==> config.mk <==
export PLATFORM = sky130hd
export DESIGN_NAME = vga_drawmod_flat
export DESIGN_NICKNAME = d
export VERILOG_FILES = /design/src/rtl/vga_pkg.sv /design/src/rtl/vga_drawmod_if.sv /design/src/rtl/vga_rectcmp.sv /design/src/rtl/vga_drawmod.sv /design/src/flat_wrapper.sv
export SDC_FILE = /design/constraint.sdc
export NUM_CORES = 1
export LEC_CHECK = 0
export ABC_AREA = 1
export CORE_MARGIN = 5
export CORE_UTILIZATION = 36
export DETAILED_ROUTE_END_ITERATION = 8
export GPL_TIMING_DRIVEN = 0
export SLEW_MARGIN = 5
export SYNTH_ARGS = -nofsm -noshare
export SYNTH_HDL_FRONTEND = slang
export SYNTH_HIERARCHICAL = 1
export SYNTH_SLANG_ARGS = --single-unit
export TNS_END_PERCENT = 10
==> constraint.sdc <==
create_clock -name CLOCK -period 3.9 [get_ports CLOCK]
set_input_delay 0.78 -clock CLOCK [delete_from_list [all_inputs] [get_ports CLOCK]]
set_output_delay 0.78 -clock CLOCK [all_outputs]
set_load 0.05 [all_outputs]
==> src/rtl/vga_pkg.sv <==
// rtl/vga_pkg.sv - shared VGA frame-buffer constants, colours and writer state encoding
package vga_pkg;

    // Default frame geometry and coordinate width (2**CW_DEF covers both axes).
    localparam int H_RES_DEF = 640;
    localparam int V_RES_DEF = 480;
    localparam int CW_DEF    = 10;

    // RGB565 colour constants.
    localparam logic [15:0] BLACK = 16'h0000;
    localparam logic [15:0] WHITE = 16'hFFFF;
    localparam logic [15:0] RED   = 16'hF800;
    localparam logic [15:0] GREEN = 16'h07E0;
    localparam logic [15:0] BLUE  = 16'h001F;

    // Pixel writer FSM states.
    typedef enum logic [1:0] {
        IDLE   = 2'd0,
        STREAM = 2'd1,
        DONE   = 2'd2
    } state_t;

endpackage

==> src/rtl/vga_drawmod_if.sv <==
// rtl/vga_drawmod_if.sv - command, flow-control and pixel-write bundle of the frame writer
//   iStart/iAbort          : command strobe and frame cancel
//   iX0/iY0/iX1/iY1        : rectangle corners (any order)
//   iFg/iBg                : foreground / background RGB565
//   iReady                 : frame buffer can take a write this cycle
//   oEn/oData              : pixel write strobe and data
//   oBusy/oDone            : frame in progress / one-cycle completion pulse
interface vga_drawmod_if
    import vga_pkg::*;
#(
    parameter int CW = CW_DEF
) ();

    logic          iStart;
    logic          iAbort;
    logic [CW-1:0] iX0;
    logic [CW-1:0] iY0;
    logic [CW-1:0] iX1;
    logic [CW-1:0] iY1;
    logic [15:0]   iFg;
    logic [15:0]   iBg;
    logic          iReady;
    logic          oEn;
    logic [15:0]   oData;
    logic          oBusy;
    logic          oDone;

    // Master is the environment around the writer: control logic issuing
    // commands plus the buffer reporting readiness and taking the writes.
    modport master (
        output iStart, iAbort, iX0, iY0, iX1, iY1, iFg, iBg, iReady,
        input  oEn, oData, oBusy, oDone
    );

    modport slave (
        input  iStart, iAbort, iX0, iY0, iX1, iY1, iFg, iBg, iReady,
        output oEn, oData, oBusy, oDone
    );

endinterface

==> src/rtl/vga_rectcmp.sv <==
// rtl/vga_rectcmp.sv - combinational test of a pixel position against an inclusive rectangle
//   i_col/i_row : pixel position
//   i_xl/i_xh   : inclusive column bounds, i_xl <= i_xh
//   i_yl/i_yh   : inclusive row bounds, i_yl <= i_yh
//   o_inside    : position lies inside the rectangle
module vga_rectcmp #(
    parameter int CW = 10
) (
    input  logic [CW-1:0] i_col,
    input  logic [CW-1:0] i_row,
    input  logic [CW-1:0] i_xl,
    input  logic [CW-1:0] i_xh,
    input  logic [CW-1:0] i_yl,
    input  logic [CW-1:0] i_yh,
    output logic          o_inside
);

    logic w_in_x;
    logic w_in_y;

    assign w_in_x   = (i_col >= i_xl) && (i_col <= i_xh);
    assign w_in_y   = (i_row >= i_yl) && (i_row <= i_yh);
    assign o_inside = w_in_x && w_in_y;

endmodule

==> src/rtl/vga_drawmod.sv <==
// rtl/vga_drawmod.sv - rectangle-fill frame writer streaming RGB565 pixels in raster order
//   CLOCK : write-side clock
//   RESET : asynchronous active-high reset
//   bus   : command inputs, buffer ready, pixel write strobe/data, busy/done status
module vga_drawmod
    import vga_pkg::*;
#(
    parameter int H_RES = H_RES_DEF,
    parameter int V_RES = V_RES_DEF,
    parameter int CW    = CW_DEF
) (
    input  logic          CLOCK,
    input  logic          RESET,
    vga_drawmod_if.slave  bus
);

    localparam logic [CW-1:0] COL_LAST = CW'(H_RES - 1);
    localparam logic [CW-1:0] ROW_LAST = CW'(V_RES - 1);

    state_t        r_state;
    logic [CW-1:0] r_col;
    logic [CW-1:0] r_row;
    logic [CW-1:0] r_xl;
    logic [CW-1:0] r_xh;
    logic [CW-1:0] r_yl;
    logic [CW-1:0] r_yh;
    logic [15:0]   r_fg;
    logic [15:0]   r_bg;
    logic [15:0]   r_data;
    logic          r_en;
    logic          r_busy;
    logic          r_done;

    logic          w_inside;
    logic          w_col_last;
    logic          w_row_last;

    vga_rectcmp #(.CW(CW)) u_rectcmp (
        .i_col    (r_col),
        .i_row    (r_row),
        .i_xl     (r_xl),
        .i_xh     (r_xh),
        .i_yl     (r_yl),
        .i_yh     (r_yh),
        .o_inside (w_inside)
    );

    assign w_col_last = (r_col == COL_LAST);
    assign w_row_last = (r_row == ROW_LAST);

    always_ff @(posedge CLOCK or posedge RESET) begin
        if (RESET) begin
            r_state <= IDLE;
            r_col   <= '0;
            r_row   <= '0;
            r_xl    <= '0;
            r_xh    <= '0;
            r_yl    <= '0;
            r_yh    <= '0;
            r_fg    <= '0;
            r_bg    <= '0;
            r_data  <= '0;
            r_en    <= 1'b0;
            r_busy  <= 1'b0;
            r_done  <= 1'b0;
        end else begin
            // Strobes are single-cycle unless re-asserted below; r_data holds.
            r_en   <= 1'b0;
            r_done <= 1'b0;
            case (r_state)
                IDLE: begin
                    if (bus.iStart) begin
                        // Normalise corners so the comparator sees low <= high.
                        r_xl    <= (bus.iX0 < bus.iX1) ? bus.iX0 : bus.iX1;
                        r_xh    <= (bus.iX0 < bus.iX1) ? bus.iX1 : bus.iX0;
                        r_yl    <= (bus.iY0 < bus.iY1) ? bus.iY0 : bus.iY1;
                        r_yh    <= (bus.iY0 < bus.iY1) ? bus.iY1 : bus.iY0;
                        r_fg    <= bus.iFg;
                        r_bg    <= bus.iBg;
                        r_col   <= '0;
                        r_row   <= '0;
                        r_busy  <= 1'b1;
                        r_state <= STREAM;
                    end
                end
                STREAM: begin
                    if (bus.iAbort) begin
                        r_busy  <= 1'b0;
                        r_state <= IDLE;
                    end else if (bus.iReady) begin
                        r_en   <= 1'b1;
                        r_data <= w_inside ? r_fg : r_bg;
                        if (w_col_last) begin
                            r_col <= '0;
                            if (w_row_last) begin
                                r_row   <= '0;
                                r_state <= DONE;
                            end else begin
                                r_row <= r_row + 1'b1;
                            end
                        end else begin
                            r_col <= r_col + 1'b1;
                        end
                    end
                end
                DONE: begin
                    // The final pixel's strobe is visible during this state;
                    // completion is reported one cycle later unless aborted.
                    r_busy  <= 1'b0;
                    r_done  <= !bus.iAbort;
                    r_state <= IDLE;
                end
                default: begin
                    r_busy  <= 1'b0;
                    r_state <= IDLE;
                end
            endcase
        end
    end

    assign bus.oEn   = r_en;
    assign bus.oData = r_data;
    assign bus.oBusy = r_busy;
    assign bus.oDone = r_done;

endmodule

==> src/flat_wrapper.sv <==
// flat-port wrapper written by rule: the top's interface ports become plain ports
module vga_drawmod_flat import vga_pkg::*;
#(
    parameter int H_RES = H_RES_DEF,
    parameter int V_RES = V_RES_DEF,
    parameter int CW    = CW_DEF
)
  (CLOCK, RESET, bus_iStart, bus_iAbort, bus_iX0, bus_iY0, bus_iX1, bus_iY1, bus_iFg, bus_iBg, bus_iReady, bus_oEn, bus_oData, bus_oBusy, bus_oDone);
  vga_drawmod_if #(.CW(CW)) bus_i ();
  input  logic CLOCK;
  input  logic RESET;
  input wire logic [$bits(bus_i.iStart)-1:0] bus_iStart;
  input wire logic [$bits(bus_i.iAbort)-1:0] bus_iAbort;
  input wire logic [$bits(bus_i.iX0)-1:0] bus_iX0;
  input wire logic [$bits(bus_i.iY0)-1:0] bus_iY0;
  input wire logic [$bits(bus_i.iX1)-1:0] bus_iX1;
  input wire logic [$bits(bus_i.iY1)-1:0] bus_iY1;
  input wire logic [$bits(bus_i.iFg)-1:0] bus_iFg;
  input wire logic [$bits(bus_i.iBg)-1:0] bus_iBg;
  input wire logic [$bits(bus_i.iReady)-1:0] bus_iReady;
  output wire logic [$bits(bus_i.oEn)-1:0] bus_oEn;
  output wire logic [$bits(bus_i.oData)-1:0] bus_oData;
  output wire logic [$bits(bus_i.oBusy)-1:0] bus_oBusy;
  output wire logic [$bits(bus_i.oDone)-1:0] bus_oDone;
  assign bus_i.iStart = bus_iStart;
  assign bus_i.iAbort = bus_iAbort;
  assign bus_i.iX0 = bus_iX0;
  assign bus_i.iY0 = bus_iY0;
  assign bus_i.iX1 = bus_iX1;
  assign bus_i.iY1 = bus_iY1;
  assign bus_i.iFg = bus_iFg;
  assign bus_i.iBg = bus_iBg;
  assign bus_i.iReady = bus_iReady;
  assign bus_oEn = bus_i.oEn;
  assign bus_oData = bus_i.oData;
  assign bus_oBusy = bus_i.oBusy;
  assign bus_oDone = bus_i.oDone;
  vga_drawmod #(.H_RES(H_RES), .V_RES(V_RES), .CW(CW)) u_core (.CLOCK(CLOCK), .RESET(RESET), .bus(bus_i));
endmodule
======== Word-level counts from Yosys, hierarchy flattened ========
Index checks and enable logic that the tools add are counted.
word-level totals
  output and inout port bits .............. 19
  logic and storage cells ................. 74
  bits of input ports ..................... 77
  flip-flop bits (word level) ............. 113
operators by class
  reduce and logical (&&, ||, !) cells .... 12
  magnitude comparators ................... 6
  equality and inequality tests ........... 12
  mux-type cells .......................... 28
  bitwise operators ....................... 1
  add/subtract/negate cells ............... 2
operators with widths
  cell                   count
  $mux 10                12
  $pmux 10 s2            2
  $add 10x1->10 const B  2
  $ge 10x10->1           2
  $le 10x10->1           2
  $lt 10x10->1           2
  $mux 16                1
  $eq 10x10->1 const B   1
  $eq 10x9->1 const B    1
  $mux 2                 5
  $ne 2x2->1 const B     4
  $reduce_and 4->1       2
  $mux 1                 6
  $ne 3x2->1 const B     2
  $reduce_and 5->1       1
  $pmux 2 s2             1
  $reduce_and 2->1       2
  $logic_and 1x1->1      3
  $ne 3x3->1 const B     1
  $reduce_and 3->1       1
  $eq 2x1->1 const B     1
  $eq 2x2->1 const B     1
  $logic_not 2->1        1
  $ne 2x1->1 const B     1
  4 further kinds        4

======== Depth between registers and ports, before layout ========
Gate-level depths: netlist of the first run.
  word-level depth ........................ 6
  mapped depth ............................ 15
  mapped depth without buffers ............ 14

======== Cells and area by module ========
The synthesis of the first run kept the hierarchy.
modules (own cells, without submodules)
  module       area each (um^2)  seq. area each (um^2)  cells each  times used
  vga_drawmod  6,005.8           2,827.7                783         1
  vga_rectcmp  1,147.4           0.0                    195         1

======== Least setup slack after synthesis of the first run ========
OpenSTA, ideal clock, no wires.
  path type ............................... input to register
  start ................................... input bus_iX1[9]
  end ..................................... register u_core.r_xh[7]
  required time ........................... 3.782 ns
  path slack .............................. 1.842 ns
  setup time .............................. 0.118 ns
  arrival time ............................ 1.940 ns
  buffers on the path ..................... 1
  cell stages on the path ................. 8
  cells stage by stage .................... inv_1 ha_1 a21o_1 nor2_1 clkbuf_1 nand4_1 nand3_1 nand2_1
between the ends
  word-level cells in the longest chain between the ends .. 2
RTL lines
  what                  RTL line            RTL
  start, declared       flat_wrapper.sv:16  input wire logic [$bits(bus_i.iX1)-1:0] bus_iX1;
  $lt 10x10->1          vga_drawmod.sv:75   r_xh <= (bus.iX0 < bus.iX1) ? bus.iX1 : bus.iX0;
  $mux 10               vga_drawmod.sv:75
  end signal, assigned  vga_drawmod.sv:75
  end, declared         vga_drawmod.sv:24   logic [CW-1:0] r_xh;
Every way passes these cells.
A chain may end at the register's enable or synchronous reset.

======== Worst setup path after layout of the first run ========
  start ................................... register u_core.r_row[9]
  end ..................................... register u_core.r_data[5] (netlist: u_core/bus.oData[5])
between the ends
  word-level cells in the longest chain between the ends .. 4
  elaborated cells between the ends (all ways) .. 5
  classes of those cells .................. 2 x order compare; 1 x mux; 2 x reduce/logical
RTL lines
  what                                                 RTL line           RTL
  start, declared                                      vga_drawmod.sv:22  logic [CW-1:0] r_row;
  start signal, assigned                               vga_drawmod.sv:99  r_row <= r_row + 1'b1;
  $ge 10x10->1 / $le 10x10->1 (equally long branches)  vga_rectcmp.sv:22  assign w_in_y = (i_row >= i_yl) && (i_row <= i_yh);
  $logic_and 1x1->1 (*)                                vga_rectcmp.sv:22
  $logic_and 1x1->1 (*)                                vga_rectcmp.sv:23  assign o_inside = w_in_x && w_in_y;
  named net u_core.w_inside                            vga_drawmod.sv:34  logic w_inside;
  $mux 16 (*)                                          vga_drawmod.sv:92  r_data <= w_inside ? r_fg : r_bg;
  end signal, assigned                                 vga_drawmod.sv:92
  end, declared                                        vga_drawmod.sv:29  logic [15:0] r_data;
The timed path passes the listed nets; every way through them passes the cells marked *.

==> implementation parameters, run 1 <==
Parameter                              Value

CTS
  CTS clock-pin slew for the worst setup and hold paths ... roughly 0.050 ns
  CTS sink count ... 113
  Clk buf depth ... 2
  TritonCTS clock tree ... done
  Num CTS Buffers ... 17
  Buffer count from post-CTS setup fixing ... 0
  Htree depth ... 4
  Hold buffers post-CTS ... 0
  Clock latency on the worst-skew pair ... roughly 0.42 ns
  Buffer type at the clock tree root ... sky130_fd_sc_hd__clkbuf_16
  Post-cts repair resize count ... 0

Floorplanning
  Core Rows ... 51
  Placeable Area ... 19500 sq um
  Die outline width ... ~150 um
  Area of the die ... about 23000 sq um
  Initial Utilization ... 0.366
  Die height ... approximately 150 um
  Ports placed on the boundary ... 96

Power
  Clock share of power ... 0.264
  Worst VDD drop ... around 0.27 mV
  Pwr per Cell Area ... 653 nW/um^2
  Proportion of power drawn by combinational gates ... 0.409
  Leakage power of the design ... approximately 4.7 nW
  Switching share of power ... 0.405
  Internal Power ... between 3 and 4 mW
  Seq pwr share ... 0.327
  Net Sw Power ... between 2 and 2.5 mW

Setup path
  Worst path arrival time ... between 2 and 3 ns
  Peak fanout along the critical path ... 10
  Critical path capture point type ... flop
  Category of the critical setup timing path ... reg2reg
  Required time of the critical path ... 4.20 ns
  CP startpoint kind ... flop

Synth
  Proportion of netlist area held by the largest area contributor ... 0.395
  Synth Register Bits ... 113
  Count of mapped cells out of synthesis ... roughly 980
  Cells taking the most area after synthesis ... sky130_fd_sc_hd__dfrtp_1, sky130_fd_sc_hd__nand2_1, sky130_fd_sc_hd__ha_1
  Cell area after synthesis ... roughly 7200 sq um
  Synthesized area divided by synthesized cell count ... 7.31 sq um
  Primary flip-flop cell chosen by synthesis mapping ... sky130_fd_sc_hd__dfrtp_1
  Number of enable flip-flop cells after synthesis ... 0
  Synthesized Nets ... roughly 1100
  Synth area leader ... sky130_fd_sc_hd__dfrtp_1
  Yosys warnings ... 6
  Library cells used by synthesis ... 31
  Async SR Flop Fraction ... 1.00
  Sequential cell area fraction in the yosys report ... 0.395

Global route
  Number of global-route vias before repair ... ~6300
  Highest-utilization routing layer at the global route stage ... met2
  Met1 layer usage reported by global route ... 0.232
  Number of antenna violations at the first check in global routing ... 0
  Met2 global-route usage ... 0.285
  First-pass GRT wire length ... ~31000 um
  GRT Total Usage ... 0.172
  Total overflow reported by the global router ... 0
  Met3 usage ... 0.0263
  Largest net degree at the start of global routing ... a little under 70

STA
  Final critical-path required period ... 2.60 ns
  Slack of the critical path ... between 1 and 1.5 ns
  Max Clock Skew ... about 0.0085 ns
  Share of the clock period used by the worst path ... 0.667
  Slew at the pin closest to its max-slew limit ... between 0.7 and 0.8 ns
  Final Hold Violating Endpoints ... 0
  Hold Worst Slack ... between 0.4 and 0.5 ns
  Final max-slew violation count ... 0
  Setup TNS ... 0 ns
  Total setup violations reported at the end of the flow ... 0
  RSZ-0062 raised after global routing ... no
  Highest attainable clock frequency ... approximately 380 MHz
  Remaining max-slew budget at the tightest pin ... 0.530

Finish
  Synth-to-layout area growth ... 26.7%
  Number of inserted diodes ... 0
  Total number of nets in the final design ... approximately 1200
  Final cell area excluding filler cells ... 9060 sq um
  Final Instance Count excl. Fillers ... approximately 1400
  Layout cells sized above 1 ... 0.0732

Placement
  Placement Cell Area ... between 8000 and 9000 sq um
  Placed cells ... approximately 1300
  IO Port Bufs ... 95
  HPWL reported at the end of detailed placement ... roughly 14000 um
  Pre-CTS WS ... between 1 and 1.5 ns
  RD Place Congestion ... between 0.8 and 0.9

Worst hold path
  Worst hold path type ... reg2reg

Drt
  Aggregate routed wire length ... 18800 um
  Remaining number of nets flagged by the antenna check after routing ... 0
  Vias post-DR ... about 6500
  Initial DRC Count ... between 300 and 400
  Wire length per cell ... between 10 and 15 um
  Number of vias per cell after detailed routing ... about 4.7
  Drt first pass iters ... 5
  DRC errors left ... 0

Job
  Max_cap viols ... 0

Outcome
  Status ... complete, no violations
cell usage after synthesis (all sizes together) (4+ instances only):
master  number
a21oi       48
clkbuf      24
nor3         6
ha          60
dfrtp      113
nand4       54
inv        148
nand2      318
nor2        72
nand3       69
buf         18
a21o         4
o21ai       34
o21bai       5
registers in the layout, indices dropped and copies added (netlist names):
name / count
u_core/r_yh: 10
u_core/r_fg: 16
u_core/bus.oDone: 1
u_core/r_bg: 16
u_core/r_row: 10
u_core/r_yl: 10
u_core/bus.oBusy: 1
u_core/r_xh: 10
u_core/bus.oData: 16
u_core/r_xl: 10
u_core/bus.oEn: 1
u_core/r_state: 2
u_core/r_col: 10
worst paths after layout:
kind | to | startpoint | slack [ns] | cells after the start
worst max-delay path | u_core/bus.oData[5]$_DFFE_PP0P_ | u_core/r_row[9]$_DFFE_PP0P_ | 1.30 | 11
min in group asynchronous | u_core/bus.oEn$_DFF_PP0_ | RESET | 0.76 | 2
worst min-delay path | u_core/r_xl[3]$_DFFE_PP0P_ | u_core/r_xl[3]$_DFFE_PP0P_ | 0.47 | 2
max in group asynchronous | u_core/r_xl[2]$_DFFE_PP0P_ | RESET | 2.45 | 3
worst min register to register | u_core/r_xl[3]$_DFFE_PP0P_ | u_core/r_xl[3]$_DFFE_PP0P_ | 0.47 | 2
worst max register to register | u_core/bus.oData[5]$_DFFE_PP0P_ | u_core/r_row[9]$_DFFE_PP0P_ | 1.30 | 11
power by group through the flow:
stage	logic, mW	registers [mW]	clock network, mW
after floorplan	1.41	2.20	0
after global placement	2.40	1.94	0
after detailed placement	2.44	1.95	0
after CTS	2.45	1.94	1.59
after global routing	2.75	2.00	1.64
final	2.42	1.94	1.56
logic make-up after synthesis:
group           after synthesis  synth area share
buf+inv                     191             0.106
fa+ha+maj                    60             0.105
simple gates                521             0.318
compound gates               91            0.0726
flops                       113             0.395
xor+xnor                      2           0.00245
layer usage:
metal,vias up,part of all wire
met5,-,0
met4,0,0.014
met3,19,0.033
met2,100,0.48
met1,2989,0.47
li1,3349,-
metrics by stage:
step / power, mW / util
final: 5.92 / 0.464
after global routing: 6.40 / 0.464
after CTS: 5.98 / 0.464
after detailed placement: 4.39 / 0.434
after global placement: 4.34 / 0.432
after floorplan: 3.62 / -
worst max-delay path, cell delays in order, from the launching register on:
cell and delay (ns):
sky130_fd_sc_hd__dfrtp_1 0.45, sky130_fd_sc_hd__ha_1 0.34, sky130_fd_sc_hd__a21o_1 0.19, sky130_fd_sc_hd__nor2_1 0.12
sky130_fd_sc_hd__nand3_1 0.10, sky130_fd_sc_hd__nand2_1 0.08, sky130_fd_sc_hd__nand2_1 0.08, sky130_fd_sc_hd__nor2_1 0.31
sky130_fd_sc_hd__clkbuf_1 0.46, sky130_fd_sc_hd__nor2_1 0.12, sky130_fd_sc_hd__a21oi_1 0.15, sky130_fd_sc_hd__a21oi_1 0.08
cell type report:
class,instances,area [sq um]
fillers,2031,10500
multi-input cells,674,3560
flip-flops and latches,113,2830
repair buffers,96,978
inverters,149,564
clock buffers,19,433
well taps,265,332
plain buffers,42,201
clock inverters,13,164
placed cells by master (no fill, tap or decap), types with 4 or more instances in the layout:
master / n
sky130_fd_sc_hd__inv_2: 4
sky130_fd_sc_hd__o21bai_1: 5
sky130_fd_sc_hd__o21ai_2: 8
sky130_fd_sc_hd__a21oi_1: 48
sky130_fd_sc_hd__o21ai_0: 21
sky130_fd_sc_hd__clkdlybuf4s50_1: 95
sky130_fd_sc_hd__nand2_2: 7
sky130_fd_sc_hd__clkbuf_1: 26
sky130_fd_sc_hd__clkbuf_16: 17
sky130_fd_sc_hd__nand4_1: 54
sky130_fd_sc_hd__inv_1: 143
sky130_fd_sc_hd__nand3_1: 68
sky130_fd_sc_hd__dfrtp_1: 113
sky130_fd_sc_hd__o21ai_1: 4
sky130_fd_sc_hd__nor2_1: 64
sky130_fd_sc_hd__clkinv_4: 5
sky130_fd_sc_hd__a21o_1: 4
sky130_fd_sc_hd__ha_1: 60
sky130_fd_sc_hd__nor3_1: 6
sky130_fd_sc_hd__buf_2: 14
sky130_fd_sc_hd__nor2_2: 4
sky130_fd_sc_hd__nand2_1: 309
(Power assumes the default switching activity.)
==> run 2: changes to the inputs <==
==> constraint.sdc (replaced) <==
create_clock -name CLOCK -period 2.1 [get_ports CLOCK]
set_input_delay 0.42 -clock CLOCK [delete_from_list [all_inputs] [get_ports CLOCK]]
set_output_delay 0.42 -clock CLOCK [all_outputs]
set_load 0.05 [all_outputs]
==> run 2 against run 1 <==
  * Final area rose by 7.6%
  * Clock-buffer cell count rose by 1
  * Total power rose by 97%
  * Cell count rose by 1.5%
  * Routed wire length rose by 4.2%
  * First-iteration DRC count rose by 14%
  * Setup slack got worse by 1.2 ns
  * Flip-flop and latch count did not move
  * Critical path type unchanged
  * Highest routed layer unchanged
==> implementation parameters, run 2 (synthesis results as in run 1) <==
Parameter                              Value

Outcome
  Status ... complete, no violations (unchanged)

Floorplanning
  Core Rows ... 51 (unchanged)
  Area of the die ... 22800 sq um (unchanged)
  Placeable Area ... 19500 sq um (unchanged)
  Ports placed on the boundary ... 96 (unchanged)
  Die height ... 151 um (unchanged)
  Die outline width ... 151 um (unchanged)
  Initial Utilization ... 0.366 (unchanged)

Finish
  Layout cells sized above 1 ... 0.159 (was 0.0732)
  Number of filler cells placed in the layout ... 1941 (was 2031)
  Synth-to-layout area growth ... 36.4% (was 26.7%)
  Number of inserted diodes ... 0 (unchanged)
  Commonest non-fill, non-tap cells in the layout ... sky130_fd_sc_hd__nand2_1, sky130_fd_sc_hd__inv_1, sky130_fd_sc_hd__clkdlybuf4s50_1, sky130_fd_sc_hd__dfrtp_1, sky130_fd_sc_hd__nand3_1 (was sky130_fd_sc_hd__nand2_1, sky130_fd_sc_hd__inv_1, sky130_fd_sc_hd__dfrtp_1, sky130_fd_sc_hd__clkdlybuf4s50_1, sky130_fd_sc_hd__nand3_1)
  Final Instance Count excl. Fillers ... 1391 (was 1371)
  Total number of nets in the final design ... 1250 (was 1230)
  Most common cell after layout, fill and taps aside ... sky130_fd_sc_hd__nand2_1 (unchanged)

STA
  RSZ-0062 raised after global routing ... yes (was no)
  Final max-slew violation count ... 0 (unchanged)
  Max Clock Skew ... 0.00919 ns (was 0.00847 ns)
  Remaining max-slew budget at the tightest pin ... 0.523 (was 0.530)
  Slew at the pin closest to its max-slew limit ... 0.716 ns (was 0.705 ns)
  Highest attainable clock frequency ... 492 MHz (was 384 MHz)
  Final Hold Violating Endpoints ... 0 (unchanged)
  Share of the clock period used by the worst path ... 0.968 (was 0.667)
  Final critical-path required period ... 2.03 ns (was 2.60 ns)
  Total setup violations reported at the end of the flow ... 0 (unchanged)
  Hold Worst Slack ... 0.383 ns (was 0.474 ns)
  Setup TNS ... 0 ns (unchanged)

CTS
  Clk buf depth ... 2 (unchanged)
  Clock latency on the worst-skew pair ... 0.41 ns (was 0.42 ns)
  CTS sink count ... 113 (unchanged)
  Num CTS Buffers ... 17 (unchanged)
  Buffer type at the clock tree root ... sky130_fd_sc_hd__clkbuf_16 (unchanged)
  Htree depth ... 4 (unchanged)
  TritonCTS clock tree ... done (unchanged)
  CTS clock-pin slew for the worst setup and hold paths ... 0.06 ns (was 0.05 ns)

Power
  Leakage power of the design ... 4.87 nW (was 4.74 nW)
  Worst VDD drop ... 0.568 mV (was 0.268 mV)
  Pwr per Cell Area ... 1200 nW/um^2 (was 653 nW/um^2)

Drt
  Remaining number of nets flagged by the antenna check after routing ... 0 (unchanged)
  Initial DRC Count ... 404 (was 353)
  Aggregate routed wire length ... 19500 um (was 18800 um)
  Number of vias per cell after detailed routing ... 4.74 (was 4.71)
  Drt first pass iters ... 6 (was 5)
  Wire length per cell ... 14.0 um (was 13.7 um)
  Vias post-DR ... 6591 (was 6457)
  DRC errors left ... 0 (unchanged)

Setup path
  Critical path capture point type ... flop (unchanged)
  R2r worst-path depth ... 13 (was 11)
  Required time of the critical path ... 2.44 ns (was 4.20 ns)
  Category of the critical setup timing path ... reg2reg (unchanged)
  Peak fanout along the critical path ... 7 (was 10)
  CP startpoint kind ... flop (unchanged)
  Worst path arrival time ... 2.37 ns (was 2.90 ns)

Placement
  Placed cells ... 1341 (was 1339)
  RD Place Congestion ... 0.846 (was 0.842)
  IO Port Bufs ... 95 (unchanged)
  HPWL reported at the end of detailed placement ... 14400 um (was 14300 um)

Job
  Max_cap viols ... 0 (unchanged)

Global route
  Number of antenna violations at the first check in global routing ... 0 (unchanged)
  Total overflow reported by the global router ... 0 (unchanged)
  Largest net degree at the start of global routing ... 38 (was 69)
  First-pass GRT wire length ... 31000 um (was 31100 um)
  Number of global-route vias before repair ... 6393 (was 6334)
  GRT Total Usage ... 0.171 (was 0.172)

Worst hold path
  Worst hold path type ... in2async (was reg2reg)
run 2: final cells by class:
type / instances / area (sq um) / area share
clock buffers: 20 / 447 / 0.0458
plain buffers: 42 / 239 / 0.0245
flip-flops and latches: 113 / 2850 / 0.292
clock inverters: 12 / 183 / 0.0187
multi-input cells: 674 / 3950 / 0.405
well taps: 265 / 332 / 0.0340
inverters: 149 / 563 / 0.0577
repair buffers: 116 / 1190 / 0.122
run 2: final timing paths:
check | startpoint | end | slack, ns
hold / removal | RESET | u_core/r_fg[6]$_DFFE_PP0P_ | 0.38
hold reg to reg | u_core/r_xl[3]$_DFFE_PP0P_ | u_core/r_xl[3]$_DFFE_PP0P_ | 0.48
setup reg to reg | u_core/r_row[7]$_DFFE_PP0P_ | u_core/bus.oData[8]$_DFFE_PP0P_ | 0.07
min in group CLOCK | u_core/r_xl[3]$_DFFE_PP0P_ | u_core/r_xl[3]$_DFFE_PP0P_ | 0.48
max in group asynchronous | RESET | u_core/r_row[0]$_DFFE_PP0P_ | 0.89
setup / recovery | u_core/r_row[7]$_DFFE_PP0P_ | u_core/bus.oData[8]$_DFFE_PP0P_ | 0.07
run 2: stage by stage:
stage	utilization	worst slack, ns	instance area [sq um]	total power [mW]
2_1_floorplan	-	0.115	7160	6.71
3_3_place_gp	0.432	-0.858	8440	8.05
3_5_place_dp	0.436	-0.489	8510	8.16
4_1_cts	0.473	0.000354	9230	11.3
5_1_grt	0.500	-0.0270	9750	12.5
6_report	0.500	0.0666	9750	11.7
run 2: per-layer routing:
| metal | vias to the layer above | wire length [um] | share of wire | track usage |
|---|---|---|---|---|
| met5 | - | 0 | 0 | 0 |
| met2 | 134 | 9420 | 0.48 | 0.280 |
| met1 | 3045 | 9150 | 0.47 | 0.233 |
| li1 | 3390 | - | - | - |
| met4 | 0 | 267 | 0.014 | 0.0440 |
| met3 | 22 | 699 | 0.036 | 0.0317 |
run 2: worst max-delay path: stages, from the launching register on:
cell and delay [ns]:
sky130_fd_sc_hd__dfrtp_2 0.48, sky130_fd_sc_hd__ha_4 0.30, sky130_fd_sc_hd__nand2_1 0.08, sky130_fd_sc_hd__nor2_4 0.10, sky130_fd_sc_hd__nand3_1 0.08, sky130_fd_sc_hd__nand3_1 0.08
sky130_fd_sc_hd__nand2_1 0.07, sky130_fd_sc_hd__nand2_2 0.11, sky130_fd_sc_hd__nor2_4 0.04, sky130_fd_sc_hd__buf_12 0.13, sky130_fd_sc_hd__buf_8 0.13, sky130_fd_sc_hd__nor2_1 0.17
sky130_fd_sc_hd__a21oi_2 0.06, sky130_fd_sc_hd__a21oi_1 0.12
run 2: timing repair:
action                     4_1_cts  5_1_grt
hold buffers                     0        0
gates resized for setup         24       79
setup endpoints to repair       16       51
cloned                           1        1
buffers inserted                 3       13
pin swaps                        1       18
run 2: power by group:
group | internal [mW] | switching, mW
registers | 3.09 | 0.529
clock network | 2.02 | 1.04
logic | 1.82 | 3.16
